File: src/rtl/alias_field_pkg.sv
// rtl/alias_field_pkg.sv - field widths, packed field struct, mask positions and arbiter states
package alias_field_pkg;

  localparam int F9_W     = 9;
  localparam int F4_W     = 4;
  localparam int F1_W     = 1;
  localparam int FIELDS_W = 14;

  localparam int MASK_F9 = 2;
  localparam int MASK_F4 = 1;
  localparam int MASK_F1 = 0;

  typedef struct packed {
    logic [F9_W-1:0] f9;
    logic [F4_W-1:0] f4;
    logic [F1_W-1:0] f1;
  } fields_t;

  typedef enum logic {IDLE, OWN} state_t;

  // Fields whose mask bit is clear keep their committed value.
  function automatic fields_t merge_fields(fields_t cur, fields_t wr, logic [2:0] mask);
    fields_t r;
    r    = cur;
    if (mask[MASK_F9]) r.f9 = wr.f9;
    if (mask[MASK_F4]) r.f4 = wr.f4;
    if (mask[MASK_F1]) r.f1 = wr.f1;
    return r;
  endfunction

endpackage

File: src/rtl/alias_field_arb_rr_pick.sv
// rtl/alias_field_arb_rr_pick.sv - combinational round-robin priority picker
module rr_pick #(
  parameter int NREQ  = 3,
  parameter int PTR_W = $clog2(NREQ)
) (
  input  logic [NREQ-1:0]  req,
  input  logic [PTR_W-1:0] ptr,
  output logic [NREQ-1:0]  gnt,
  output logic [PTR_W-1:0] idx,
  output logic             any
);

  int               s;
  logic [PTR_W-1:0] c;

  // Search starts at ptr and wraps modulo NREQ, so non-power-of-two NREQ never yields an out-of-range index.
  always_comb begin
    gnt = '0;
    idx = '0;
    any = 1'b0;
    s   = 0;
    c   = '0;
    for (int k = 0; k < NREQ; k++) begin
      s = int'(ptr) + k;
      if (s >= NREQ) s = s - NREQ;
      c = PTR_W'(s);
      if (!any && req[c]) begin
        any    = 1'b1;
        idx    = c;
        gnt[c] = 1'b1;
      end
    end
  end

endmodule

File: src/rtl/alias_field_arb.sv
// rtl/alias_field_arb.sv - round-robin arbiter sharing one aliased field register, with burst lock
module alias_field_arb
  import alias_field_pkg::*;
#(
  parameter int NREQ  = 3,
  parameter int PTR_W = $clog2(NREQ)
) (
  input  logic                   clk,
  input  logic                   rst_n,
  input  logic [NREQ-1:0]        req_valid,
  output logic [NREQ-1:0]        req_ready,
  input  logic [3*NREQ-1:0]      req_mask,
  input  logic [14*NREQ-1:0]     req_data,
  input  logic [NREQ-1:0]        req_last,
  output logic [FIELDS_W-1:0]    fields,
  output logic [127:0]           out,
  output logic                   upd_valid,
  output logic [PTR_W-1:0]       upd_src,
  output logic                   busy
);

  state_t           state;
  logic [PTR_W-1:0] owner;
  logic [PTR_W-1:0] rr_ptr;
  fields_t          fields_q;

  logic [NREQ-1:0]  pick_gnt;
  logic [PTR_W-1:0] pick_idx;
  logic             pick_any;
  logic [NREQ-1:0]  own_onehot;
  logic             xfer;
  logic [PTR_W-1:0] xidx;
  logic [PTR_W-1:0] next_ptr;
  logic [2:0]       sel_mask;
  fields_t          sel_data;
  logic             sel_last;

  rr_pick #(.NREQ(NREQ), .PTR_W(PTR_W)) u_pick (
    .req (req_valid),
    .ptr (rr_ptr),
    .gnt (pick_gnt),
    .idx (pick_idx),
    .any (pick_any)
  );

  assign own_onehot = NREQ'(1) << owner;
  assign xidx       = (state == IDLE) ? pick_idx : owner;
  assign xfer       = rst_n && ((state == IDLE) ? pick_any : req_valid[owner]);
  assign next_ptr   = (xidx == PTR_W'(NREQ - 1)) ? '0 : xidx + 1'b1;

  always_comb begin
    req_ready = '0;
    if (rst_n) begin
      if (state == IDLE) req_ready = pick_gnt;
      else               req_ready = req_valid & own_onehot;
    end
  end

  always_comb begin
    sel_mask = '0;
    sel_data = '0;
    sel_last = 1'b0;
    for (int i = 0; i < NREQ; i++) begin
      if (PTR_W'(i) == xidx) begin
        sel_mask = req_mask[3*i +: 3];
        sel_data = req_data[14*i +: 14];
        sel_last = req_last[i];
      end
    end
  end

  always_ff @(posedge clk) begin
    if (!rst_n) begin
      state     <= IDLE;
      owner     <= '0;
      rr_ptr    <= '0;
      fields_q  <= '0;
      upd_valid <= 1'b0;
      upd_src   <= '0;
    end else begin
      upd_valid <= xfer;
      if (xfer) begin
        upd_src  <= xidx;
        fields_q <= merge_fields(fields_q, sel_data, sel_mask);
        if (sel_last) begin
          state  <= IDLE;
          rr_ptr <= next_ptr;
        end else begin
          state <= OWN;
          owner <= xidx;
        end
      end
    end
  end

  assign fields = fields_q;
  assign out    = {100'b0, fields_q, fields_q};
  assign busy   = (state == OWN);

endmodule
File: config.mk
export PLATFORM = sky130hd
export DESIGN_NAME = alias_field_arb
export DESIGN_NICKNAME = d
export VERILOG_FILES = /design/src/rtl/alias_field_pkg.sv /design/src/rtl/alias_field_arb_rr_pick.sv /design/src/rtl/alias_field_arb.sv
export SDC_FILE = /design/constraint.sdc
export NUM_CORES = 1
export LEC_CHECK = 0
export ABC_AREA = 1
export CORE_MARGIN = 5
export CORE_UTILIZATION = 25
export CTS_BUF_LIST = sky130_fd_sc_hd__clkbuf_8
export DETAILED_ROUTE_END_ITERATION = 6
export GPL_TIMING_DRIVEN = 0
export PLACE_DENSITY_LB_ADDON = 0.15
export REMOVE_ABC_BUFFERS = 1
export SYNTH_ARGS = -nofsm -noshare
export SYNTH_HDL_FRONTEND = slang
export SYNTH_HIERARCHICAL = 1
export SYNTH_SLANG_ARGS = --single-unit
export TNS_END_PERCENT = 30
File: constraint.sdc
create_clock -name clk -period 3.43 [get_ports clk]
set_input_delay 0.8575 -clock clk [delete_from_list [all_inputs] [get_ports clk]]
set_output_delay 0.8575 -clock clk [all_outputs]
set_load 0.05 [all_outputs]
== After elaboration in Yosys (flattened, before gate mapping) ==
Cells that the tools add are included.
W data, S select, Z words.
Storage, ports and cells
  flip-flop bits (word level): 22
  bits of input ports: 59
  output and inout port bits: 149
  word-level logic and storage cells: 87
Operators by class
  add/sub/neg operators: 6
  $lt $le $gt $ge: 10
  eq/ne operators: 3
  shift operators: 1
  muxes and demuxes: 41
  bitwise gates (word level): 4
  reductions and logical operators: 14
Operators with widths (count)
  $mux W14: 3
  $mux W3: 8
  $mux W2: 8
  $mux W1: 15
  $lt A2 B3 Y1 const B: 4
  $reduce_and A2 Y1: 5
  $bmux W1 S2: 4
  $demux W1 S2: 3
  $ge A2 B1 Y1 const B: 3
  $ge A3 B2 Y1 const B: 2
  $logic_and A1 B1 Y1: 6
  $or A3 B3 Y3: 2
  $sub A2 B1 Y2 const B: 2
  $add A2 B1 Y3 const B: 1
  $add A2 B2 Y3 const B: 1
  $and A3 B3 Y3: 1
  $shl A1 B2 Y3 const A: 1
  $add A2 B1 Y2 const B: 1
  $eq A1 B2 Y1 const A: 1
  $eq A2 B2 Y1 const A: 1
  $eq A2 B2 Y1 const B: 1
  $ge A2 B2 Y1 const B: 1
  $logic_not A1 Y1: 2
  $logic_not A2 Y1: 1
  other kinds (2): 2

== Depth between registers and ports, before layout ==
Gate-level depths: netlist (run 1).
  word-level depth: 18
  depth in mapped cells: 21
  gate-level depth less buffers: 20

== Hierarchy ==
The synthesis (run 1) kept the hierarchy.
By module, submodules not included
  alias_field_arb: times used 1, cells each 372, area an instance 2406.1 um2, sequential area each 440.4 um2
  rr_pick: times used 1, cells each 64, area an instance 332.8 um2, sequential area each 0.0 um2

== Worst setup path after synthesis (run 1) ==
Ideal clock, no wire load.
  path type: input -> output
  start point: in req_valid[2]
  end point: out req_ready[1]
  arrival time: 2.307 ns
  required time: 2.572 ns
  slack: 0.266 ns
  stages: 10
  buffers on the path: 0
  cell sequence: inv_1 > o21ai_1 > nand2_4 > inv_2 > nand2_1 > nand2_1 > inv_1 > nand2_1 > o21ai_0 > a21oi_1
Between the ends
  longest elaborated chain between the ends: 11
  elaborated cells on any way between the ends: 19
  those cells by class: mux (13); bitwise (2); reduce/logical (4)
Ends and longest elaborated chain
  from (decl): RTL line alias_field_arb.sv:10  | input logic [NREQ-1:0] req_valid,
  $bmux W1 S2: RTL line alias_field_arb_rr_pick.sv:27  | if (!any && req[c]) begin
  $mux W1 (not written as such): RTL line alias_field_arb_rr_pick.sv:27
  $mux W1: RTL line alias_field_arb_rr_pick.sv:27
  $logic_not A1 Y1: RTL line alias_field_arb_rr_pick.sv:27
  $logic_and A1 B1 Y1: RTL line alias_field_arb_rr_pick.sv:27
  $mux W1: RTL line alias_field_arb_rr_pick.sv:27
  $logic_not A1 Y1: RTL line alias_field_arb_rr_pick.sv:27
  $logic_and A1 B1 Y1: RTL line alias_field_arb_rr_pick.sv:27
  $mux W3 (*): RTL line alias_field_arb_rr_pick.sv:27
  net pick_gnt[1]: RTL line alias_field_arb.sv:27  | logic [NREQ-1:0] pick_gnt;
  $mux W3 (*): RTL line alias_field_arb.sv:54  | if (state == IDLE) req_ready = pick_gnt;
  $mux W3 (*): RTL line alias_field_arb.sv:53  | if (rst_n) begin
  to (decl): RTL line alias_field_arb.sv:11  | output logic [NREQ-1:0] req_ready,
The timed path passes the listed nets; every way through them passes the cells marked *. The select of a mux whose other input is x is not followed.

== Worst setup path after layout (run 1) ==
  start point: reg rr_ptr[0]
  end point: out req_ready[2]
Between the ends
  longest elaborated chain between the ends: 13
  elaborated cells on any way between the ends: 45
  those cells by class: add/sub (5); order compare (9); mux (22); bitwise (2); reduce/logical (7)
Ends and longest elaborated chain
  from (decl): RTL line alias_field_arb.sv:24  | logic [PTR_W-1:0] rr_ptr;
  from (signal assigned): RTL line alias_field_arb.sv:87  | rr_ptr <= next_ptr;
  $add A2 B1 Y3 (tied with other cells): RTL line alias_field_arb_rr_pick.sv:24  | s = int'(ptr) + k;
  $ge A3 B2 Y1 (tied with other cells): RTL line alias_field_arb_rr_pick.sv:25  | if (s >= NREQ) s = s - NREQ;
  $mux W2 (tied with other cells): RTL line alias_field_arb_rr_pick.sv:25
  $lt A2 B3 Y1 (not written as such) (tied with other cells): RTL line alias_field_arb_rr_pick.sv:30  | gnt[c] = 1'b1;
  $logic_and A1 B1 Y1 (not written as such) (tied with other cells): RTL line alias_field_arb_rr_pick.sv:30
  $mux W1 (not written as such) (tied with other cells): RTL line alias_field_arb_rr_pick.sv:30
  $demux W1 S2 (tied with other cells)
  $or A3 B3 Y3 (no source line) / $mux W1 (equally long branches)
  $mux W3 / $logic_not A1 Y1 (equally long branches): RTL line alias_field_arb_rr_pick.sv:27
  $or A3 B3 Y3 (no source line) / $logic_and A1 B1 Y1 (equally long branches)
  $mux W3 (*): RTL line alias_field_arb_rr_pick.sv:27
  net pick_gnt[2]: RTL line alias_field_arb.sv:27
  $mux W3 (*): RTL line alias_field_arb.sv:54
  $mux W3 (*): RTL line alias_field_arb.sv:53
Marks and branches as above.

==> out/results.tsv, run 1 <==
metric	value	unit
r2r_setup_slack	830	ps
antenna_found_initial	0	
timing_max_transition_violations_final	0	
clock_tree.root_cell	sky130_fd_sc_hd__clkbuf_8	
worst-path-stages	13	
synth_mux_area_share	0	%
routed-wl-met2	3649	um
criticalPathCategory	reg2out	
ys_seq_area_share	16.08	%
initial_utilization	25.38	%
netlist_instances	436	
layout-area-overhead-vs-synth	24.76	%
post_synth_fa_ha_maj_area_fraction	1.827	%
setup_violations	0	
clk-insertion-delay-late	270	ps
cts_buffers	3	
master_of_the_slowest_instance_on_the_critical_path	sky130_fd_sc_hd__ha_1	
placementRows	38	
timing.clock.skew	13.40	ps
crit_family	simple AND/OR/NAND/NOR gates	
syn-cell-area	0.002739	sq mm
maxCapViolCount	0	
vias	2395	
fillerInstances	1179	
grt_pass1_vias	2139	
wire_per_inst	11.18	um
clock-sinks	22	
dr_wl_met3	609	um
via_per_inst	3.679	
dpl_worst_slack	-673.9	ps
drt_iter0_markers	92	
grt_max_degree	24	
slowest_delay	430	ps
detail_route.wirelength.met1	2945	um
clock_path_buffers	2	
power_switching	2373	uW
critPathLaunchType	flip-flop	
core-area	0.01079	sq mm
globalRouteTotalUtil	10.11	%
cts-hold-fix-buffers	0	
fp.dieArea	0.01315	sq mm
synth_top_family_by_area	buffers and inverters	
synth_warnings	6	
ir_drop	0.0006183	V
finalWeightedCongestion	0.7568	
ys_ff_latch	22	
critPathLaunch	rr_ptr[0]	
grt.overflow.total	0	
maximum_net_fanout_on_the_critical_path	7	
final_hold_viol_count	0	
p_int	1389	uW
grt_setup_unrepaired	no	
critPathCaptureType	output pin	
p_leak	0.001748	uW
cp_cell_sequence	inv_1 > ha_1 > inv_2 > nand2_2 > nand3_1 > nand2_1 > nand2_2 > inv_2 > nand3_1 > nand2_1 > o21ai_0 > nor2_1 > buf_2	
post_synth_num_cell_types	23	
result_of_the_run	finished clean	
hpwl_after_dpl	6087	um
tritoncts_clock_tree	done	
power.sequential.fraction	13.2	%
fin_crit	3166	ps
crit_path_end	req_ready[2]	
clockPowerShare	6.7	%
die_width	114.7	um
boundaryPins	208	
cts-htree-levels	1	
share_of_cells_above_drive_strength_1	6.654	%
drt_pre_antenna_iters	4	
data_arrival_time_at_the_worst_slack_endpoint	2310	ps
first_pass_grt_wire_length	10760	um
final_nets	575	
cp_data_required_time	2570	ps
post_cts_buffers	0	
worst-slew-pin-transition	882.1	ps
min-delay-path-class	reg2reg	
power.switching_fraction	63.08	%
die_h	114.7	um
wl	7280	um
slew-limit-headroom	41.20	%
cp.buffers_inverters	4	
drt_drc_violations_left	0	
least_setup_slack_across_all_paths_after_layout	263.8	ps
crit-reg2reg-capture	fields[4]	
fin_util	31.66	%
timing.rr.start	rr_ptr[0]	
p_per_area	1101	mW/mm^2
combinationalPowerShare	80.1	%
r2r.worst_path.cells	14	
final.period_utilization	92.31	%
antenna_violating_nets_post_route	0	
synth_compound_gate_area_share	3.426	%
xor_and_xnor_area_share_after_synthesis	0	%
postSynthAreaPerCell	6.282	sq um
max_freq	315.8	MHz
clk_pin_slew_worst_paths	100	ps
diodes	0	
numPortBuffers	107	
topRoutingLayerUsed	met4	
post_synthesis_share_of_cell_area_spent_on_and_or_nand_and_nor_gates	35.86	%
-- power by group through the flow --
stage / Clock (uW) / Sequential (uW) / Combinational (uW)
2_1_floorplan: 0 / 1350 / 1320
3_3_place_gp: 0 / 503 / 3050
3_5_place_dp: 0 / 508 / 3050
4_1_cts: 263 / 503 / 3050
5_1_grt: 277 / 524 / 3280
6_report: 253 / 496 / 3010
-- what timing repair did --
item                                    4_1_cts  5_1_grt
pin swaps                                     0        0
endpoints found under the setup margin        3        3
gates resized for setup                      20        3
endpoints found under the hold margin         0        0
-- per-stage QoR --
step | total power [uW] | instance area, sq um | std cells | setup TNS, ps | hold slack (ps)
6_report | 3761 | 3417 | 651 | 0 | 498.6
5_1_grt | 4079 | 3417 | 651 | 0 | 553.4
4_1_cts | 3818 | 3410 | 651 | 0 | 503.8
3_5_place_dp | 3557 | 3346 | 647 | -1921 | 475.7
3_3_place_gp | 3550 | 3346 | 647 | -1981 | 470.6
2_1_floorplan | 2673 | 2100 | 400 | 0 | 497.3
-- Yosys cell counts --
master | number | area share [%]
sky130_fd_sc_hd__buf_6 | 1 | 0.41
sky130_fd_sc_hd__o31ai_4 | 1 | 0.78
sky130_fd_sc_hd__o21ai_0 | 7 | 1.3
sky130_fd_sc_hd__nand2_1 | 115 | 16
sky130_fd_sc_hd__nor2_1 | 40 | 5.5
sky130_fd_sc_hd__o21bai_1 | 3 | 0.82
sky130_fd_sc_hd__buf_2 | 1 | 0.18
sky130_fd_sc_hd__nand2_4 | 6 | 2.5
sky130_fd_sc_hd__dfxtp_1 | 22 | 16
sky130_fd_sc_hd__inv_1 | 36 | 4.9
sky130_fd_sc_hd__nand3_2 | 3 | 1.1
sky130_fd_sc_hd__nand2_2 | 5 | 1.1
sky130_fd_sc_hd__ha_1 | 4 | 1.8
sky130_fd_sc_hd__buf_4 | 132 | 36
sky130_fd_sc_hd__clkbuf_1 | 1 | 0.14
sky130_fd_sc_hd__nand3_1 | 43 | 7.9
sky130_fd_sc_hd__inv_2 | 6 | 0.82
sky130_fd_sc_hd__conb_1 | 1 | 0.14
sky130_fd_sc_hd__nor2_4 | 4 | 1.6
sky130_fd_sc_hd__a21oi_1 | 2 | 0.37
sky130_fd_sc_hd__or2_1 | 1 | 0.23
sky130_fd_sc_hd__o21ai_1 | 1 | 0.18
sky130_fd_sc_hd__nor3_1 | 1 | 0.18
-- worst register-to-register path, stage by stage, from the launching register on --
cell                      delay [ps]
sky130_fd_sc_hd__dfxtp_1         390
sky130_fd_sc_hd__inv_1            80
sky130_fd_sc_hd__ha_1            430
sky130_fd_sc_hd__inv_2           120
sky130_fd_sc_hd__nand2_2          60
sky130_fd_sc_hd__nand3_1          60
sky130_fd_sc_hd__nand2_1          90
sky130_fd_sc_hd__nand2_2          70
sky130_fd_sc_hd__or2_1           220
sky130_fd_sc_hd__o21ai_0         400
sky130_fd_sc_hd__nor2_4          130
sky130_fd_sc_hd__nand2_1         250
sky130_fd_sc_hd__nand2_1          80
sky130_fd_sc_hd__nand2_1          70
sky130_fd_sc_hd__nor2_1           50
-- cells in the final DEF (no fill, tap or decap), types with 2 or more instances in the layout --
cell | Yosys | routed
sky130_fd_sc_hd__buf_4 | 132 | 2
sky130_fd_sc_hd__nand3_2 | 3 | 3
sky130_fd_sc_hd__clkbuf_8 | 0 | 3
sky130_fd_sc_hd__nand2_4 | 6 | 6
sky130_fd_sc_hd__nor2_4 | 4 | 4
sky130_fd_sc_hd__conb_1 | 1 | 100
sky130_fd_sc_hd__nand3_1 | 43 | 43
sky130_fd_sc_hd__o21bai_1 | 3 | 3
sky130_fd_sc_hd__nand2_1 | 115 | 115
sky130_fd_sc_hd__inv_2 | 6 | 7
sky130_fd_sc_hd__o21ai_0 | 7 | 7
sky130_fd_sc_hd__ha_1 | 4 | 4
sky130_fd_sc_hd__a21oi_1 | 2 | 2
sky130_fd_sc_hd__clkdlybuf4s50_1 | 0 | 100
sky130_fd_sc_hd__nor2_1 | 40 | 40
sky130_fd_sc_hd__inv_1 | 36 | 35
sky130_fd_sc_hd__dlymetal6s2s_1 | 0 | 3
sky130_fd_sc_hd__nand2_2 | 5 | 5
sky130_fd_sc_hd__dfxtp_1 | 22 | 22
-- logic make-up (layout without fill, tap and decap cells) --
| group | count (synthesis) | in the layout |
|---|---|---|
| buffers and inverters | 177 | 153 |
| other | 1 | 100 |
| DFF | 22 | 22 |
| and+or+nand+nor | 218 | 218 |
| AOI/OAI and AO/OA | 14 | 14 |
| adders and majority gates | 4 | 4 |
-- registers in the layout, indices dropped and copies added (netlist names) --
name       count
owner          2
busy           1
rr_ptr         2
fields        14
upd_src        2
upd_valid      1
-- area by class of cell --
| class | instances | area (sq um) | share of cell area [%] |
|---|---|---|---|
| Multi-Input combinational cell | 336 | 1505 | 44.05 |
| Sequential cell | 22 | 440.4 | 12.89 |
| Tap cell | 140 | 175.2 | 5.126 |
| Inverter | 42 | 157.7 | 4.614 |
| Clock inverter | 1 | 30.03 | 0.8788 |
| Clock buffer | 3 | 41.29 | 1.208 |
| Timing Repair Buffer | 107 | 1067 | 31.23 |
-- metal layers --
metal,global-route usage [%],vias up
met5,0,-
met4,1.979,0
met3,2.484,6
met2,17.85,102
met1,12.44,1036
li1,-,1251
-- how the worst min path moves through the flow --
| stage | startpoint | to | slack [ps] | depth (start not counted) |
|---|---|---|---|---|
| 2_1_floorplan | rr_ptr[1] | rr_ptr[1] | 500 | 2 |
| 3_3_place_gp | upd_src[0] | upd_src[0] | 470 | 2 |
| 3_5_place_dp | upd_src[0] | upd_src[0] | 480 | 2 |
| 4_1_cts | upd_src[0] | upd_src[0] | 500 | 2 |
| 5_1_grt | upd_src[0] | upd_src[0] | 550 | 2 |
| 6_report | upd_src[0] | upd_src[0] | 500 | 2 |
(Power assumes the default switching activity.)
==> inputs of run 2 (changes only) <==
--- a/config.mk
+++ b/config.mk
@@ -5,7 +5,7 @@
 export SDC_FILE = /design/constraint.sdc
 export NUM_CORES = 1
 export LEC_CHECK = 0
-export ABC_AREA = 1
+export CAP_MARGIN = 25
 export CORE_MARGIN = 5
 export CORE_UTILIZATION = 25
 export CTS_BUF_LIST = sky130_fd_sc_hd__clkbuf_8
@@ -13,6 +13,7 @@
 export GPL_TIMING_DRIVEN = 0
 export PLACE_DENSITY_LB_ADDON = 0.15
 export REMOVE_ABC_BUFFERS = 1
+export SKIP_CTS_REPAIR_TIMING = 1
 export SYNTH_ARGS = -nofsm -noshare
 export SYNTH_HDL_FRONTEND = slang
 export SYNTH_HIERARCHICAL = 1
==> run 2 against run 1 <==
Against the previous run: global-route usage grew 0.23 points; register-to-register slack lost 550 ps; utilization grew 1.3 points; clock skew shrank 4.9 ps; sequential power shrank 1%; largest cell class unchanged.
==> out/results.tsv, run 2 <==
metric	value	unit	change
cp_data_required_time	2570	ps	about the same
final_hold_viol_count	0		unchanged
post_synth_arst_share	0	%	unchanged
r2r_setup_slack	280	ps	-550 ps
synth_warnings	6		unchanged
ir_drop	0.0003833	V	-38%
netlist.top_cell.by_area	sky130_fd_sc_hd__buf_4		
slew-limit-headroom	51.35	%	+10 points
layout-area-overhead-vs-synth	29.56	%	
wl	7342	um	+0.85%
antenna_violating_nets_post_route	0		unchanged
clk-insertion-delay-late	270	ps	about the same
dpl_worst_slack	-911.9	ps	-238.0 ps
post_synth_num_cell_types	45		+96%
r2r.worst_path.cells	11		-3
grt_max_degree	19		-21%
antenna_found_initial	0		unchanged
cell_with_the_most_instances_after_synthesis	sky130_fd_sc_hd__buf_4		
clock_tree.root_cell	sky130_fd_sc_hd__clkbuf_8		
synth.top_cells.by_area	sky130_fd_sc_hd__buf_4, sky130_fd_sc_hd__dfxtp_1, sky130_fd_sc_hd__mux2_2		
detail_route.wirelength.met1	2975	um	+1.0%
crit-reg2reg-capture	fields[8]		
first_pass_grt_wire_length	10620	um	-1.3%
postSynthAreaPerCell	7.976	sq um	+27%
dp_cells	530		-18%
routed-wl-met2	3554	um	-2.6%
timing.rr.start	rr_ptr[1]		
critPathCaptureType	output pin		
primary_flip_flop_cell_chosen_by_synthesis_mapping	sky130_fd_sc_hd__dfxtp_1		
diodes	0		unchanged
tritoncts_clock_tree	done		
drt_drc_violations_left	0		unchanged
cts_buffers	3		unchanged
critPathLaunchType	primary input		
finalWeightedCongestion	0.7536		-0.42%
number_of_synthesized_flops_with_an_enable_pin	0		unchanged
syn-cell-area	0.002616	sq mm	-4.5%
p_leak	0.001508	uW	-14%
initial_utilization	25.46	%	+0.080 points
die_h	112.3	um	-2.1%
holdPathEnd	upd_src[0]		
p_total	3456	uW	-8.1%
least_setup_slack_across_all_paths_after_layout	150.4	ps	-113.4 ps
topRoutingLayerUsed	met4		
globalRouteTotalUtil	10.34	%	+0.23 points
max_freq	304.9	MHz	-3.5%
most_frequent_cells_after_synthesis	sky130_fd_sc_hd__buf_4, sky130_fd_sc_hd__dfxtp_1, sky130_fd_sc_hd__nand2_1		
worst-slew-pin-transition	728.5	ps	-153.6 ps
final_nets	470		-18%
cts-htree-levels	1		unchanged
ys_seq_area_share	16.83	%	+0.75 points
core-area	0.01028	sq mm	-4.8%
clk_pin_slew_worst_paths	80	ps	-20 ps
clock-sinks	22		unchanged
grt_setup_unrepaired	no		
result_of_the_run	finished clean		
setup_violations	0		unchanged
grt.overflow.total	0		unchanged
mostFrequentLayoutCells	sky130_fd_sc_hd__conb_1, sky130_fd_sc_hd__clkdlybuf4s50_1, sky130_fd_sc_hd__nand2_1, sky130_fd_sc_hd__dfxtp_1, sky130_fd_sc_hd__a21oi_1		
drt_pre_antenna_iters	4		unchanged
die_width	112.3	um	-2.1%
largest_reg_flops	14		unchanged
timing_max_transition_violations_final	0		unchanged
hold_path_depth	2		unchanged
fin_crit	3280	ps	+113.4 ps
hold_path_startpoint	upd_src[0]		
placementRows	37		-2.6%
netlist_instances	328		-25%
criticalPathCategory	in2out		
grt_pass1_vias	2066		-3.4%
wire_per_inst	13.55	um	+21%
ys_ff_latch	22		unchanged
maxCapViolCount	0		unchanged
share_of_cells_above_drive_strength_1	11.58	%	+4.9 points
dr_wl_met3	788	um	+29%
p_per_area	1020	mW/mm^2	-7.4%
post_layout_nonfiller_instances	542		-17%
numPortBuffers	107		unchanged
multiInputGateArea	0.001519	sq mm	+0.91%
min-delay-path-class	reg2reg		
maximum_net_fanout_on_the_critical_path	17		+10
clock_path_buffers	2		unchanged
final.period_utilization	95.62	%	+3.3 points
fp.dieArea	0.01261	sq mm	-4.1%
synthDominantCellAreaShare	36.73	%	+0.55 points
via_per_inst	3.965		+7.8%
data_arrival_time_at_the_worst_slack_endpoint	2420	ps	+110 ps
hpwl_after_dpl	5804	um	-4.6%
area.sequential	440.4	sq um	unchanged
fillerInstances	1101		-6.6%
boundaryPins	208		unchanged
vias	2149		-10%
drt_iter0_markers	54		-41%
timing.clock.skew	8.516	ps	-4.888 ps
run 2: cell count changes in the layout (fill, tap and decap cells not counted), moves of 7 or more:
| cell | before | now |
|---|---|---|
| sky130_fd_sc_hd__o211a_1 | 0 | 8 |
| sky130_fd_sc_hd__mux2_2 | 0 | 12 |
| sky130_fd_sc_hd__nor2_1 | 40 | 7 |
| sky130_fd_sc_hd__a21oi_1 | 2 | 15 |
| sky130_fd_sc_hd__buf_4 | 2 | 9 |
| sky130_fd_sc_hd__a22oi_1 | 0 | 11 |
| sky130_fd_sc_hd__nand3_1 | 43 | 11 |
| sky130_fd_sc_hd__inv_1 | 35 | 6 |
| sky130_fd_sc_hd__nand2_1 | 115 | 22 |
| sky130_fd_sc_hd__mux2i_1 | 0 | 8 |
| sky130_fd_sc_hd__inv_2 | 7 | 0 |
run 2: worst max-delay path, cell delays in order:
cell	delay [ps]
sky130_fd_sc_hd__dlymetal6s2s_1	550
sky130_fd_sc_hd__clkinvlp_4	480
sky130_fd_sc_hd__a21oi_1	230
sky130_fd_sc_hd__clkbuf_2	300
run 2: area by class of cell:
cell class,count,share of cell area (%)
clock buffers,3,1.218
clock inverters,1,0.8859
inverters,8,1.107
multi-input cells,255,44.81
flip-flops and latches,22,12.99
well taps,136,5.020
repair buffers,117,33.96
run 2: worst max path at each step:
| stage | from | to | slack (ps) |
|---|---|---|---|
| CTS | rst_n | req_ready[1] | -930 |
| finish | rst_n | req_ready[1] | 150 |
| global placement | req_valid[0] | fields[11] | -2250 |
| global route | rst_n | req_ready[1] | 30 |
| detailed placement | rst_n | req_ready[1] | -910 |
| floorplan | req_valid[2] | fields[13] | -60 |
run 2: kinds of logic (layout without fill, tap and decap cells):
| family | Yosys count | in the layout | synth area share, % |
|---|---|---|---|
| fa+ha+maj | 4 | 4 | 1.913 |
| mux | 24 | 24 | 10.43 |
| simple gates | 61 | 61 | 11.57 |
| other cells | 1 | 100 | 0.1433 |
| buf+inv | 150 | 129 | 41.18 |
| compound gates | 66 | 66 | 17.93 |
| flops | 22 | 22 | 16.83 |
run 2: routing by layer:
metal	track usage, %	up-vias
met1	12.91	960
met2	18.00	125
li1	-	1062
met4	1.202	0
met5	0	-
met3	3.235	2
run 2: metrics by stage:
step	hold WS, ps	TNS (ps)	instance area [sq um]	utilization (%)
after CTS	489.4	-11040	3287	31.98
after global routing	512.5	0	3390	32.98
after detailed placement	470.3	-16750	3216	31.29
after floorplan	467.7	-552.0	1941	-
final	484.1	0	3390	32.98
after global placement	457.7	-41200	3182	30.96
run 2: where the power goes:
part / internal, uW / switching (uW)
logic: 946 / 1770
registers: 359 / 130
clock network: 156 / 91.3
